**src/rtl/ber_meter_if.sv**
```systemverilog
// ber_meter_if: enable, sample and readout bundle for one ber_meter channel.  Rev 1.0
`default_nettype none

interface ber_meter_if #(
  parameter int NB_DELAY_LOG = 9,
  parameter int NB_CNT       = 64
);
  logic                    i_enb;
  logic                    i_valid;
  logic                    i_tx_bit;
  logic                    i_rx_bit;
  logic [NB_CNT-1:0]       o_ber_samp;
  logic [NB_CNT-1:0]       o_ber_error;
  logic                    o_aligned;
  logic [NB_DELAY_LOG-1:0] o_delay_sel;

  modport master (
    output i_enb, i_valid, i_tx_bit, i_rx_bit,
    input  o_ber_samp, o_ber_error, o_aligned, o_delay_sel
  );

  modport slave (
    input  i_enb, i_valid, i_tx_bit, i_rx_bit,
    output o_ber_samp, o_ber_error, o_aligned, o_delay_sel
  );
endinterface

`default_nettype wire

```
**src/rtl/ber_meter.sv**
```systemverilog
// ber_meter: aligns rx bits to a delayed PRBS reference, then counts samples and bit errors.  Rev 1.0
`default_nettype none

module ber_meter #(
  parameter int NB_DELAY_LOG = 9,
  parameter int ALIGN_WINDOW = 511,
  parameter int NB_CNT       = 64
) (
  input  logic       clk,
  input  logic       i_rst,
  ber_meter_if.slave bus
);
  localparam int DEPTH  = 1 << NB_DELAY_LOG;
  localparam int NB_WIN = $clog2(ALIGN_WINDOW + 1);

  localparam logic [NB_WIN-1:0]       WIN_LAST  = NB_WIN'(ALIGN_WINDOW - 1);
  localparam logic [NB_WIN-1:0]       WIN_ONE   = NB_WIN'(1);
  localparam logic [NB_DELAY_LOG-1:0] CAND_LAST = {NB_DELAY_LOG{1'b1}};
  localparam logic [NB_DELAY_LOG-1:0] CAND_ONE  = NB_DELAY_LOG'(1);
  localparam logic [NB_CNT-1:0]       CNT_MAX   = {NB_CNT{1'b1}};
  localparam logic [NB_CNT-1:0]       CNT_ONE   = NB_CNT'(1);

  typedef enum logic [1:0] {
    IDLE   = 2'd0,
    SEARCH = 2'd1,
    COUNT  = 2'd2
  } state_t;

  state_t                  state, state_nxt;
  logic [DEPTH-1:0]        dline;
  logic [NB_DELAY_LOG-1:0] cand, cand_nxt;
  logic [NB_DELAY_LOG-1:0] best, best_nxt;
  logic [NB_WIN-1:0]       win_cnt, win_cnt_nxt;
  logic [NB_WIN-1:0]       win_err, win_err_nxt;
  logic [NB_WIN-1:0]       min_err, min_err_nxt;
  logic [NB_WIN-1:0]       win_err_sum;
  logic [NB_CNT-1:0]       samp, samp_nxt;
  logic [NB_CNT-1:0]       errs, errs_nxt;
  logic                    aligned;
  logic                    err_bit;
  logic                    better;

  // cand doubles as the locked delay once in COUNT
  assign err_bit     = bus.i_rx_bit ^ dline[cand];
  assign win_err_sum = win_err + (err_bit ? WIN_ONE : '0);
  assign better      = (win_err_sum < min_err);

  always_ff @(posedge clk) begin
    if (i_rst) begin
      dline <= '0;
    end else if (bus.i_valid) begin
      dline <= {dline[DEPTH-2:0], bus.i_tx_bit};
    end
  end

  always_ff @(posedge clk) begin
    if (i_rst) begin
      state   <= IDLE;
      cand    <= '0;
      best    <= '0;
      win_cnt <= '0;
      win_err <= '0;
      min_err <= '0;
      samp    <= '0;
      errs    <= '0;
      aligned <= 1'b0;
    end else begin
      state   <= state_nxt;
      cand    <= cand_nxt;
      best    <= best_nxt;
      win_cnt <= win_cnt_nxt;
      win_err <= win_err_nxt;
      min_err <= min_err_nxt;
      samp    <= samp_nxt;
      errs    <= errs_nxt;
      aligned <= (state_nxt == COUNT);
    end
  end

  always_comb begin
    state_nxt   = state;
    cand_nxt    = cand;
    best_nxt    = best;
    win_cnt_nxt = win_cnt;
    win_err_nxt = win_err;
    min_err_nxt = min_err;
    samp_nxt    = samp;
    errs_nxt    = errs;

    case (state)
      IDLE: begin
        if (bus.i_enb) begin
          state_nxt   = SEARCH;
          cand_nxt    = '0;
          best_nxt    = '0;
          win_cnt_nxt = '0;
          win_err_nxt = '0;
          min_err_nxt = '1;
          samp_nxt    = '0;
          errs_nxt    = '0;
        end
      end

      SEARCH: begin
        if (!bus.i_enb) begin
          state_nxt = IDLE;
        end else if (bus.i_valid) begin
          if (win_cnt == WIN_LAST) begin
            if (win_err_sum == '0) begin
              state_nxt = COUNT;
            end else begin
              if (better) begin
                min_err_nxt = win_err_sum;
                best_nxt    = cand;
              end
              if (cand == CAND_LAST) begin
                // the last candidate may itself be the new best
                state_nxt = COUNT;
                cand_nxt  = better ? cand : best;
              end else begin
                cand_nxt    = cand + CAND_ONE;
                win_cnt_nxt = '0;
                win_err_nxt = '0;
              end
            end
          end else begin
            win_cnt_nxt = win_cnt + WIN_ONE;
            win_err_nxt = win_err_sum;
          end
        end
      end

      COUNT: begin
        if (!bus.i_enb) begin
          state_nxt = IDLE;
        end else if (bus.i_valid) begin
          if (samp != CNT_MAX) samp_nxt = samp + CNT_ONE;
          if (err_bit && (errs != CNT_MAX)) errs_nxt = errs + CNT_ONE;
        end
      end

      default: state_nxt = IDLE;
    endcase
  end

  assign bus.o_ber_samp  = samp;
  assign bus.o_ber_error = errs;
  assign bus.o_aligned   = aligned;
  assign bus.o_delay_sel = cand;

endmodule

`default_nettype wire

```
**src/flat_wrapper.sv**
```systemverilog
// flat-port wrapper written by rule: the top's interface ports become plain ports
module ber_meter_flat 
#(
  parameter int NB_DELAY_LOG = 9,
  parameter int ALIGN_WINDOW = 511,
  parameter int NB_CNT       = 64
)
  (clk, i_rst, bus_i_enb, bus_i_valid, bus_i_tx_bit, bus_i_rx_bit, bus_o_ber_samp, bus_o_ber_error, bus_o_aligned, bus_o_delay_sel);
  ber_meter_if #(.NB_DELAY_LOG(NB_DELAY_LOG), .NB_CNT(NB_CNT)) bus_i ();
  input  logic clk;
  input  logic i_rst;
  input wire logic [$bits(bus_i.i_enb)-1:0] bus_i_enb;
  input wire logic [$bits(bus_i.i_valid)-1:0] bus_i_valid;
  input wire logic [$bits(bus_i.i_tx_bit)-1:0] bus_i_tx_bit;
  input wire logic [$bits(bus_i.i_rx_bit)-1:0] bus_i_rx_bit;
  output wire logic [$bits(bus_i.o_ber_samp)-1:0] bus_o_ber_samp;
  output wire logic [$bits(bus_i.o_ber_error)-1:0] bus_o_ber_error;
  output wire logic [$bits(bus_i.o_aligned)-1:0] bus_o_aligned;
  output wire logic [$bits(bus_i.o_delay_sel)-1:0] bus_o_delay_sel;
  assign bus_i.i_enb = bus_i_enb;
  assign bus_i.i_valid = bus_i_valid;
  assign bus_i.i_tx_bit = bus_i_tx_bit;
  assign bus_i.i_rx_bit = bus_i_rx_bit;
  assign bus_o_ber_samp = bus_i.o_ber_samp;
  assign bus_o_ber_error = bus_i.o_ber_error;
  assign bus_o_aligned = bus_i.o_aligned;
  assign bus_o_delay_sel = bus_i.o_delay_sel;
  ber_meter #(.NB_DELAY_LOG(NB_DELAY_LOG), .ALIGN_WINDOW(ALIGN_WINDOW), .NB_CNT(NB_CNT)) u_core (.clk(clk), .i_rst(i_rst), .bus(bus_i));
endmodule
```
**config.mk**
```make
export PLATFORM = sky130hd
export DESIGN_NAME = ber_meter_flat
export DESIGN_NICKNAME = d
export VERILOG_FILES = /design/src/rtl/ber_meter_if.sv /design/src/rtl/ber_meter.sv /design/src/flat_wrapper.sv
export SDC_FILE = /design/constraint.sdc
export NUM_CORES = 1
export LEC_CHECK = 0
export ABC_AREA = 1
export CAP_MARGIN = 0
export CORE_MARGIN = 8
export CORE_UTILIZATION = 40
export CTS_BUF_LIST = sky130_fd_sc_hd__clkbuf_8
export DETAILED_ROUTE_END_ITERATION = 8
export GPL_TIMING_DRIVEN = 0
export MAX_ROUTING_LAYER = met4
export PLACE_DENSITY_LB_ADDON = 0.12
export SLEW_MARGIN = 20
export SYNTH_ARGS = -nofsm -noshare
export SYNTH_HDL_FRONTEND = slang
export SYNTH_SLANG_ARGS = --single-unit
```
**constraint.sdc**
```tcl
create_clock -name clk -period 5.8 [get_ports clk]
set_input_delay 1.16 -clock clk [delete_from_list [all_inputs] [get_ports clk]]
set_output_delay 1.16 -clock clk [all_outputs]
set_load 0.01 [all_outputs]
```
==> results_dict.tcl <==
set metrics [dict create \
    dieWidth_um 302.8 \
    maxSlewHeadroom 0.2772 \
    postRouteAntennaNets 0 \
    crit_path_end_kind "flop" \
    finalHoldViolations 0 \
    yosysUniqueCellTypes 46 \
    layout-drive-gt1-share 0.05966 \
    cts_buffers 120 \
    htree_levels 3 \
    clockBufferDepth 3 \
    clock-sinks 688 \
    final-instance-count-excl-fill 6486 \
    grt_pass1_wl_um 185400 \
    io_pins 144 \
    finalCriticalPeriod_ns 5.510 \
    synth_edf_count 0 \
    clock.fmax_ghz 0.1815 \
    fin_setup_tns_ns 0 \
    finalWirelength_um 121600 \
    cts-root-buf "clkbuf_8" \
    max-cap-violations 0 \
    ys_warn_count 0 \
    cp.required_ns 6.40 \
    dieArea_um2 91710 \
    arrival_ns 6.11 \
    r2r-end "u_core.bus.o_delay_sel[1]" \
    clk_latency_ns 0.76 \
    rr_worst_depth 28 \
    grt_usage 0.2635 \
    min_from "u_core.best[7]" \
    cts_tree "done" \
    die_h_um 302.8 \
    port_buffers 143 \
    grt_remaining_overflow 0 \
    syn_to_final_growth_pct 16.20 \
    num_vias 34390 \
    clock_skew_ns 0.04036 \
    powerDensity_nw_per_um2 286.8 \
    start_kind "flop" \
    async_flop_share 0 \
    total_power_w 0.01097 \
    max_stage_delay_ns 0.53 \
    min_to "u_core.best[7]" \
    synth_top_area_share 0.4185 \
    grt_pass1_vias 31270 \
    ir_worst_vdd_mv 0.2183 \
    nets 5342 \
    grt_max_degree 18 \
    synth_nets 5075 \
    syn_inst 5052 \
    power.leakage_nw 15.33 \
    place_inst 6265 \
    holdWs_ns 0.4683 \
    wl_per_cell_um 18.75 \
    drc_errors 0 \
    hp-class "flop to flop" \
    synth.ff_latch_count 688 \
    synth_area_um2 32910 \
    synth_top_area_cell "dfxtp_1" \
    cp_slowest_cell "dfxtp_1" \
    synthTopCellsByCount "nor2_1, nand2_1, dfxtp_1" \
    ys_seq_area_frac 0.4185 \
    drtIter0Drc 3236 \
    ys_top_cells_by_area "dfxtp_1, nor2_1, nand2_1" \
    core_um2 81720 \
    r2r-start "u_core.bus.o_delay_sel[2]" \
    r2r_slack_ns 0.29 \
    cp_max_fo 10 \
    worstSetupPathType "flop to flop" \
    cp_common_cell "nand3_1" \
    initial_core_util 0.4027 \
    syn_avg_cell_area_um2 6.514 \
    synth_flop_cell "dfxtp_1" \
    rows 105 \
    hpwl_um 82920 \
    drv_slew 0 \
    dr.pass1.iters 6 \
    antenna_found_initial 1 \
    viasPerCell 5.302 \
    fin_crit_sh 0.9500 \
    setup_viol 0 \
    status "finished, final reports clean" \
    synth.most_common_cell "nor2_1" \
    path_clk_slew_ns 0.06 \
    gp_congestion 0.9427 \
    worstMarginPinSlew_ns 1.084 \
    holdPathStages 2 \
    cts_hold_buf 0 \
]
[metal layers]
| layer | GRT usage | vias up | routed length [um] |
|---|---|---|---|
| met3 | 0.04258 | 256 | 8864 |
| met2 | 0.4167 | 1181 | 54370 |
| met4 | 0.09635 | 0 | 4631 |
| met1 | 0.3394 | 15920 | 53730 |
| li1 | - | 17040 | - |
| met5 | - | - | 0 |
[timing repair]
action / 4_1_cts / 5_1_grt
cloned: 0 / 0
endpoints found under the setup margin: 44 / 27
setup buffers: 0 / 2
gates resized for setup: 19 / 42
pin swaps: 0 / 1
[power by group]
group	internal, W	total, W	switching, W
registers	0.00500	0.00523	0.000231
logic	0.000422	0.00120	0.000777
clock network	0.00240	0.00454	0.00213
[how the worst max path moves through the flow]
stage	endpoint	start	cells after the start
after global placement	u_core.bus.o_delay_sel[3]	u_core.bus.o_delay_sel[3]	28
after CTS	u_core.bus.o_delay_sel[2]	u_core.bus.o_delay_sel[0]	30
after floorplan	u_core.bus.o_delay_sel[1]	u_core.bus.o_delay_sel[0]	34
after detailed placement	u_core.bus.o_delay_sel[3]	u_core.bus.o_delay_sel[3]	28
final	u_core.bus.o_delay_sel[1]	u_core.bus.o_delay_sel[2]	28
after global routing	u_core.bus.o_delay_sel[1]	u_core.bus.o_delay_sel[0]	30
[logic make-up after synthesis]
| logic type | count (synthesis) | synth area share |
|---|---|---|
| AND/OR/NAND/NOR | 2987 | 0.3751 |
| AO/OA/AOI/OAI | 777 | 0.1227 |
| flip-flops | 688 | 0.4185 |
| buffers and inverters | 554 | 0.06950 |
| XOR/XNOR | 29 | 0.007718 |
| adder cells (fa/ha/maj) | 17 | 0.006463 |
[cell usage in the layout, fill, tap and decap left out, drive strengths merged, types with 111 or more instances in the layout]
cell type         n
a21oi           123
clkbuf          384
clkdlybuf4s50   143
dfxtp           688
inv             272
nand2           934
nand3           550
nor2           1296
nor3            111
o21ai           599
[registers in the layout, summed over array words and instances, names as in the netlist]
name	count
u_core.win_cnt	9
u_core.bus.o_ber_samp	64
u_core.best	9
u_core.win_err	9
u_core.state	2
u_core.min_err	9
u_core.bus.o_ber_error	64
u_core.bus.o_aligned	1
u_core.dline	512
u_core.bus.o_delay_sel	9
[stage by stage]
stage	instance area [um2]	utilization	setup slack (ns)
5_1_grt	38240	0.4680	-0.01141
4_1_cts	38140	0.4667	0.01366
6_report	38240	0.4680	0.2900
2_1_floorplan	32910	-	1.639
3_5_place_dp	35680	0.4366	-0.6707
3_3_place_gp	35680	0.4366	-0.6652
[cell type report]
type / instances / area [um2]
clock buffers: 149 / 2051
repair buffers: 145 / 1446
clock inverters: 68 / 365.4
fillers: 8659 / 43470
plain buffers: 334 / 1555
diodes: 2 / 5.005
well taps: 1070 / 1339
multi-input cells: 3810 / 16880
flip-flops and latches: 688 / 13770
inverters: 220 / 830.8
[critical path, delay by kind of cell (launching register included)]
| kind | cells | cell delay, ns |
|---|---|---|
| and+or+nand+nor | 14 | 1.92 |
| buffers and inverters | 5 | 1.22 |
| AOI/OAI and AO/OA | 5 | 0.83 |
| adders and majority gates | 3 | 0.67 |
| DFF | 1 | 0.53 |
| xor gates and xnor gates | 1 | 0.20 |
Power figures use the tool's default switching activity.
